--- src/rtl/sdram_arb_pkg.sv ---
// Shared codes and types for the SDRAM arbiter.
// Timeout support is selected with SDRAM_ARB_TIMEOUT_EN.
package sdram_arb_pkg;

    localparam logic [1:0] OP_NONE  = 2'b00;
    localparam logic [1:0] OP_READ  = 2'b01;
    localparam logic [1:0] OP_WRITE = 2'b10;

    typedef enum logic [1:0] {
        OWN_IDLE  = 2'b00,
        OWN_CPU   = 2'b01,
        OWN_SPART = 2'b10,
        OWN_AUDIO = 2'b11
    } owner_t;

    typedef enum logic [1:0] {
        ST_IDLE  = 2'b00,
        ST_ISSUE = 2'b01,
        ST_DONE  = 2'b10
    } state_t;

    localparam logic [31:0] TIMEOUT_FILL    = 32'hDEAD_BEEF;
    localparam int unsigned TIMEOUT_CYC_DEF = 1023;

    typedef struct packed {
        owner_t      owner;
        logic        we;
        logic [31:0] addr;
        logic [31:0] wdata;
    } xfer_t;

    // 2'b11 is reserved and behaves like OP_NONE
    function automatic logic op_valid(input logic [1:0] op);
        return (op != OP_NONE) && ((op == OP_READ) || (op == OP_WRITE));
    endfunction

endpackage

--- src/rtl/sdram_arb_prio.sv ---
// Fixed-priority grant encoder: Audio > CPU > SPART.
module arb_prio
    import sdram_arb_pkg::*;
(
    input  logic   audio_req,
    input  logic   cpu_req,
    input  logic   spart_req,
    input  logic   mask_vld,
    input  owner_t mask_own,
    output owner_t grant
);

    logic a_ok;
    logic c_ok;
    logic s_ok;

    // the requester served last is ignored for one idle cycle
    assign a_ok = audio_req & ~(mask_vld & (mask_own == OWN_AUDIO));
    assign c_ok = cpu_req   & ~(mask_vld & (mask_own == OWN_CPU));
    assign s_ok = spart_req & ~(mask_vld & (mask_own == OWN_SPART));

    always_comb begin
        grant = OWN_IDLE;
        if (a_ok) begin
            grant = OWN_AUDIO;
        end else if (c_ok) begin
            grant = OWN_CPU;
        end else if (s_ok) begin
            grant = OWN_SPART;
        end
    end

endmodule

--- src/rtl/sdram_arb.sv ---
// Three-way SDRAM arbiter (CPU, SPART, Audio) onto one backend port.
// Define SDRAM_ARB_TIMEOUT_EN to abort stuck ISSUE cycles.
module sdram_arb
  import sdram_arb_pkg::*;
#(
  parameter int unsigned TIMEOUT_CYC = TIMEOUT_CYC_DEF
)
(
  input  logic        clk,
  input  logic        rst_n,

  input  logic [1:0]  mem_op,
  input  logic [31:0] sdram_addr,
  input  logic [31:0] sdram_in,
  output logic [31:0] sdram_out,
  output logic [1:0]  mem_busy,

  input  logic        spart_req,
  input  logic        spart_we,
  input  logic [31:0] spart_addr,
  input  logic [31:0] spart_wdata,
  output logic [31:0] spart_rdata,
  output logic        spart_done,

  input  logic        audio_req,
  input  logic [31:0] audio_addr,
  output logic [31:0] audio_rdata,
  output logic        audio_done,

  output logic        mem_req,
  output logic        mem_we,
  output logic [31:0] mem_a,
  output logic [31:0] mem_wd,
  input  logic [31:0] mem_rd,
  input  logic        mem_ack,

  output logic        arb_err
);

  state_t      state_q;
  state_t      state_d;
  xfer_t       xfer_q;
  owner_t      grant;
  logic        mask_q;
  logic        cpu_req;
  logic        tmo;
  logic        fin;
  logic [31:0] rd_val;

  assign cpu_req = op_valid(mem_op);
  assign fin     = mem_ack | tmo;
  assign rd_val  = mem_ack ? mem_rd : TIMEOUT_FILL;

  arb_prio u_prio (
    .audio_req (audio_req),
    .cpu_req   (cpu_req),
    .spart_req (spart_req),
    .mask_vld  (mask_q),
    .mask_own  (xfer_q.owner),
    .grant     (grant)
  );

  always_ff @(posedge clk or negedge rst_n) begin
    if (!rst_n) begin
      state_q <= ST_IDLE;
    end else begin
      state_q <= state_d;
    end
  end

  always_comb begin
    state_d = state_q;
    unique case (state_q)
      ST_IDLE: begin
        if (grant != OWN_IDLE) begin
          state_d = ST_ISSUE;
        end
      end
      ST_ISSUE: begin
        if (fin) begin
          state_d = ST_DONE;
        end
      end
      ST_DONE: begin
        state_d = ST_IDLE;
      end
      default: begin
        state_d = ST_IDLE;
      end
    endcase
  end

  always_comb begin
    mem_req    = 1'b0;
    mem_we     = 1'b0;
    mem_busy   = OWN_IDLE;
    spart_done = 1'b0;
    audio_done = 1'b0;
    unique case (state_q)
      ST_ISSUE: begin
        mem_req  = 1'b1;
        mem_we   = xfer_q.we;
        mem_busy = xfer_q.owner;
      end
      ST_DONE: begin
        mem_busy   = xfer_q.owner;
        spart_done = (xfer_q.owner == OWN_SPART);
        audio_done = (xfer_q.owner == OWN_AUDIO);
      end
      default: begin
      end
    endcase
  end

  assign mem_a  = xfer_q.addr;
  assign mem_wd = xfer_q.wdata;

  always_ff @(posedge clk or negedge rst_n) begin
    if (!rst_n) begin
      xfer_q <= '0;
      mask_q <= 1'b0;
    end else begin
      mask_q <= (state_q == ST_DONE);
      if (state_q == ST_IDLE) begin
        unique case (grant)
          OWN_AUDIO: xfer_q <= '{owner: OWN_AUDIO, we: 1'b0,
                                 addr: audio_addr, wdata: 32'h0};
          OWN_CPU:   xfer_q <= '{owner: OWN_CPU,
                                 we: (mem_op == OP_WRITE),
                                 addr: sdram_addr, wdata: sdram_in};
          OWN_SPART: xfer_q <= '{owner: OWN_SPART, we: spart_we,
                                 addr: spart_addr, wdata: spart_wdata};
          default: begin
          end
        endcase
      end
    end
  end

  always_ff @(posedge clk or negedge rst_n) begin
    if (!rst_n) begin
      sdram_out   <= 32'h0;
      spart_rdata <= 32'h0;
      audio_rdata <= 32'h0;
    end else if ((state_q == ST_ISSUE) && fin && !xfer_q.we) begin
      unique case (xfer_q.owner)
        OWN_CPU:   sdram_out   <= rd_val;
        OWN_SPART: spart_rdata <= rd_val;
        OWN_AUDIO: audio_rdata <= rd_val;
        default: begin
        end
      endcase
    end
  end

`ifdef SDRAM_ARB_TIMEOUT_EN
  localparam int CNT_W = $clog2(TIMEOUT_CYC + 1);

  logic [CNT_W-1:0] cnt_q;
  logic             err_q;

  always_ff @(posedge clk or negedge rst_n) begin
    if (!rst_n) begin
      cnt_q <= '0;
      err_q <= 1'b0;
    end else begin
      cnt_q <= (state_q == ST_ISSUE) ? cnt_q + 1'b1 : '0;
      if (tmo && !mem_ack) begin
        err_q <= 1'b1;
      end
    end
  end

  assign tmo = (state_q == ST_ISSUE) &&
               (cnt_q == CNT_W'(TIMEOUT_CYC - 1));
  assign arb_err = err_q;
`else
  assign tmo     = 1'b0;
  assign arb_err = 1'b0;
`endif

endmodule
--- config.mk ---
export PLATFORM = sky130hd
export DESIGN_NAME = sdram_arb
export DESIGN_NICKNAME = d
export VERILOG_FILES = /design/src/rtl/sdram_arb_pkg.sv /design/src/rtl/sdram_arb_prio.sv /design/src/rtl/sdram_arb.sv
export SDC_FILE = /design/constraint.sdc
export NUM_CORES = 1
export LEC_CHECK = 0
export ABC_CLOCK_PERIOD_IN_PS = 1700
export CELL_PAD_IN_SITES_DETAIL_PLACEMENT = 1
export CELL_PAD_IN_SITES_GLOBAL_PLACEMENT = 2
export CORE_MARGIN = 1
export CORE_UTILIZATION = 22
export CTS_CLUSTER_DIAMETER = 60
export DETAILED_ROUTE_END_ITERATION = 10
export MAX_ROUTING_LAYER = met4
export PLACE_DENSITY = 0.85
export SETUP_SLACK_MARGIN = 0.4
export SYNTH_ARGS = -nofsm -noshare
export SYNTH_HDL_FRONTEND = slang
export SYNTH_SLANG_ARGS = --single-unit
--- constraint.sdc ---
create_clock -name clk -period 1.7 [get_ports clk]
set_input_delay 0.17 -clock clk [delete_from_list [all_inputs] [get_ports clk]]
set_output_delay 0.17 -clock clk [all_outputs]
set_load 0.05 [all_outputs]
# Yosys cells after proc, flatten, opt, wreduce, memory -nomap -nowiden
# Index checks and enable logic that the tools add are counted.
# totals
ff_bits	166
in_bits	200
out_inout_bits	167
wordCells	58
# op_classes
n_eq_ne	12
n_mux	13
bitwise	9
n_reduce_logical	15
# ops
operator	count
$pmux W67 S3	1
$mux W32	1
$eq A2 B2 Y1 const B	6
$mux W2	6
$reduce_and A2 Y1	5
$eq A2 B1 Y1 const B	4
$and A1 B1 Y1	6
$mux W1	4
$ne A2 B2 Y1 const B	2
$pmux W2 S2	1
$reduce_bool A2 Y1	2
$logic_and A1 B1 Y1	3
$not A1 Y1	3
$reduce_bool A3 Y1	1
$logic_not A2 Y1	1
$reduce_or A2 Y1	1
$logic_not A1 Y1	1
$logic_or A1 B1 Y1	1

# Depth between registers and ports, before layout
# depth
ltp_word	10
mapped_depth	8

# Cells and area by module
# Synthesis repeated with hierarchy kept, for this count alone.
# hier_totals
hier_cells	678
area_unflattened_um2	7865.0
# by_module_without_submodules
mod	instances	cells_each	area_per_inst_um2	seq_area_each_um2
sdram_arb	1	670	7807.5	4154.0
arb_prio	1	8	57.6	0.0

# Least setup slack after synthesis
# OpenSTA, ideal clock, no wires.
# synth_timing
kind	reg-to-reg
from	register state_q[1]
to	register spart_rdata[18]
setup_time_ns	0.133
arrival_ns	2.105
path_slack_ns	-0.538
path_stages_with_launch	8
n_path_buf	2
synth_period_minus_slack_ns	2.238
cell_sequence	dfrtp_1 > inv_1 > ha_1 > nand3b_1 > nor3b_1 > clkbuf_1 > clkbuf_1 > a21oi_1
# synth_between
elab_chain_cells	4
# synth_lines
item	line	text
start: declaration	sdram_arb.sv:40	state_t state_q;
start signal: assignment	sdram_arb.sv:67	state_q <= state_d;
$eq A2 B1 Y1	sdram_arb.sv:145	end else if ((state_q == ST_ISSUE) && fin && !xfer_q.we) begin
$logic_and A1 B1 Y1 (2 in series)	sdram_arb.sv:145	
$reduce_and A2 Y1 (no source line)	-	
end signal: assignment	sdram_arb.sv:148	OWN_SPART: spart_rdata <= rd_val;
end: declaration	sdram_arb.sv:22	output logic [31:0] spart_rdata,
# Every way passes these cells.
# A chain may end at the register's enable or synchronous reset.

# Worst setup path in the final report
# layout_timing
from	input audio_req
to	register xfer_q (netlist bit mem_a[12])
# layout_between
elab_chain_cells	5
word_cells_on_any_way	8
classes_between	eq/ne: 3; mux: 2; bitwise: 1; reduce/logical: 2
# layout_lines
item	line	text
start: declaration	sdram_arb.sv:25	input logic audio_req,
$and A1 B1 Y1 *	sdram_arb_prio.sv:18	assign a_ok = audio_req & ~(mask_vld & (mask_own == OWN_AUDIO));
$mux W2 *	sdram_arb_prio.sv:24	if (a_ok) begin
$eq A2 B2 Y1 / $eq A2 B1 Y1 (equally long branches)	sdram_arb.sv:125	unique case (grant)
$reduce_bool A3 Y1 (no source line)	-	
$reduce_and A2 Y1 (no source line)	-	
end signal: assignment	sdram_arb.sv:126	OWN_AUDIO: xfer_q <= '{owner: OWN_AUDIO, we: 1'b0,
end signal: assignment	sdram_arb.sv:128	OWN_CPU: xfer_q <= '{owner: OWN_CPU,
end signal: assignment	sdram_arb.sv:131	OWN_SPART: xfer_q <= '{owner: OWN_SPART, we: spart_we,
end: declaration	sdram_arb.sv:42	xfer_t xfer_q;
# Every way passes the cells marked *; elsewhere a longest branch is shown, timed or not.

==> flow_summary.toml <==
[place]
portBuffers = 365
dp_slack_ns = -0.720
dp_hpwl_um = 22400
place_congestion = 0.774

[global_routing]
track_usage = 0.186
overflow = 0
grt_pass1_wl_um = 49600
use_met3 = 0.0426
grt_max_degree = 52
antenna_found_initial = 1
grt_pass1_vias = 8357
gr-usage-met1 = 0.206
grt_use_met2 = 0.324
grt.busiest_layer = "met2"

[yosys]
synth_top_area_frac = 0.521
ys.flop_type = "dfrtp_1"
syn_inst = 803
seq_area_frac_synth = 0.521
async_reset_ff_frac = 1.00
syn_area_per_cell_sq_um = 9.93
netlist.top_cell.by_area = "dfrtp_1"
synth_area_leaders = "dfrtp_1 (52%), a21oi_1 (9.1%), buf_4 (6.3%)"
synth.distinct_cells = 39
synth_edf_count = 0
syn_nets = 1007
ys_ff_latch = 166
synth_area_sq_um = 7970
synth_warnings = 0

[timing]
fin_skew_ns = 0.0119
finalHoldViolations = 0
grt_setup_unrepaired = "yes"
relSlewSlack = 0.539
drv_slew = 0
finalWorstSetupSlack_ns = -0.127
tightest_slew_ns = 0.692
finalCritPeriodShare = 1.07
final.min_clock_period_ns = 1.83
fmax_ghz = 0.547
setup_viol = 135

[pwr]
p_leak_nw = 6.18
peakVddDrop_uv = 1290
p_per_area_nw_per_um2 = 2110

[finish]
fillCellCount = 3791
drive_gt1_frac = 0.513
finalNetCount = 1387
fin_util = 0.427
mostFrequentLayoutCells = "clkdlybuf4s50_1 (195), dfrtp_1 (163), buf_4 (141), a21oi_2 (106), nor2_4 (53)"
layout-area-overhead-vs-synth_pct = 90.4
final_common_cell = "clkdlybuf4s50_1"

[routing]
drc_errors = 0
first_iter_violations = 276
firstDrtPassIters = 4
drtAntennaViolNets = 0
post_drt_wl_per_cell_um = 22.7
vias_per_cell = 4.85
vias = 8042
totalWireLength_um = 37600

[worst_setup_path]
worstPathArrival_ns = 2.15
critPathSlowestCell = "clkdlybuf4s50_1"
crit_required_ns = 2.02
worstSetupPathType = "in2reg"
max_stage_delay_ns = 0.66
start_kind = "primary input"
cp_cell_sequence = "clkdlybuf4s50_1 > nor4bb_4 > a211oi_4 > buf_6 > buf_16 > a21oi_1 > a31oi_1"
end_kind = "flop"
crit_path_max_fanout = 26

[cts]
clk_pin_slew_ns = 0.07
worstSkewPairLatency_ns = 0.45
htreeDepth = 4
cts_buffer_depth = 2
cts_root_buf = "clkbuf_16"
clock-sinks = 166
cts_buffers = 17
cts_tree = "built"

[status]
violations = "negative setup slack"
status = "finished, violations left"

[floorplanning]
fp.dieW_um = 192
start_util = 0.224
dieArea_sq_um = 37000
fp-row-count = 69
coreArea_sq_um = 35600
die_y_um = 192
io_pins = 367

[job]
maxCapViolations = 0

[worst_hold_path]
hold_class = "in2async"
-- critical path, delay by kind of cell --
kind,cells,cell delay [ns]
simple gates,1,0.54
buf+inv,3,1.02
compound gates,3,0.39
-- state kept, by name (all words and copies together), names as in the netlist --
signal,cells
audio_rdata,32
xfer_q,3
spart_rdata,32
mem_wd,32
mask_q,1
state_q,2
mem_a,32
sdram_out,32
-- final timing paths --
check                                start             to  slack [ns]  cells past startpoint
worst max-delay path             audio_req      mem_a[12]       -0.13                      7
worst min-delay path                 rst_n  sdram_out[20]        0.22                      2
worst max register to register  xfer_q[65]      mem_a[12]       -0.13                      6
worst min register to register  mem_wd[25]     mem_wd[25]        0.51                      1
max in group asynchronous            rst_n      mem_wd[2]        0.85                      3
min in group clk                 mem_op[1]     xfer_q[64]        0.24                      4
-- where the power goes --
part | switching, mW | internal, mW
Sequential | 1.65 | 5.82
Clock | 1.75 | 2.51
Combinational | 12.4 | 7.79
-- Yosys cell counts, types with 2 or more instances --
cell        n
nor2_1     99
clkbuf_1   45
and2_1     13
and3_1     48
nand2b_1    2
buf_2      21
a221o_1    14
nor2b_1     2
a21oi_1   145
a32oi_1    51
buf_4      67
nor3b_1     2
o21ai_0    32
buf_1       6
a31oi_1    33
dfrtp_1   166
mux2_2     24
nand2_1     4
ha_1        4
a211o_1     2
inv_1       5
-- logic make-up (layout without fill, tap and decap cells) --
kind of cell,count (synthesis),after routing,synth area share
AO/OA/AOI/OAI,284,284,0.223
AND/OR/NAND/NOR,179,180,0.112
flip-flops,166,166,0.521
buffers and inverters,145,537,0.103
multiplexers,24,24,0.0339
adder cells (fa/ha/maj),4,4,0.00628
other,1,2,0.000470
-- routing by layer --
layer	part of all wire	vias to the layer above
met5	0	-
met1	0.40	4026
li1	-	3618
met4	0.030	0
met3	0.060	59
met2	0.51	339
-- through the flow --
step,hold slack (ns),TNS [ns],total power [mW],instances,instance area [sq um]
3_5_place_dp,0.116,-50.31,23.9,1554,12300
2_1_floorplan,-0.126,-0.652,18.9,803,8540
4_1_cts,0.197,-3.50,30.0,1626,13900
5_1_grt,0.233,-18.17,33.3,1658,15200
6_report,0.216,-8.78,31.9,1658,15200
3_3_place_gp,0.111,-41.67,23.5,1554,12300
-- cell type report --
cell class                      instances  area, sq um  share of cell area
Inverter                                6         25.0             0.00165
Clock buffer                           22          454              0.0299
Timing Repair Buffer                  499         5260               0.347
Sequential cell                       166         4160               0.274
Multi-Input combinational cell        493         4530               0.298
Tap cell                              461          577              0.0380
Clock inverter                         10          169              0.0111
Antenna cell                            1         2.50            0.000165
-- timing repair --
action                                 in CTS  in global routing
buffers inserted                           28                 12
endpoints found under the hold margin      73                  0
pin swaps                                  50                 15
gates resized for setup                   487                205
hold buffers                                1                  0
gates cloned                               11                 19
setup endpoints to repair                 237                186
Power figures use the tool's default switching activity.
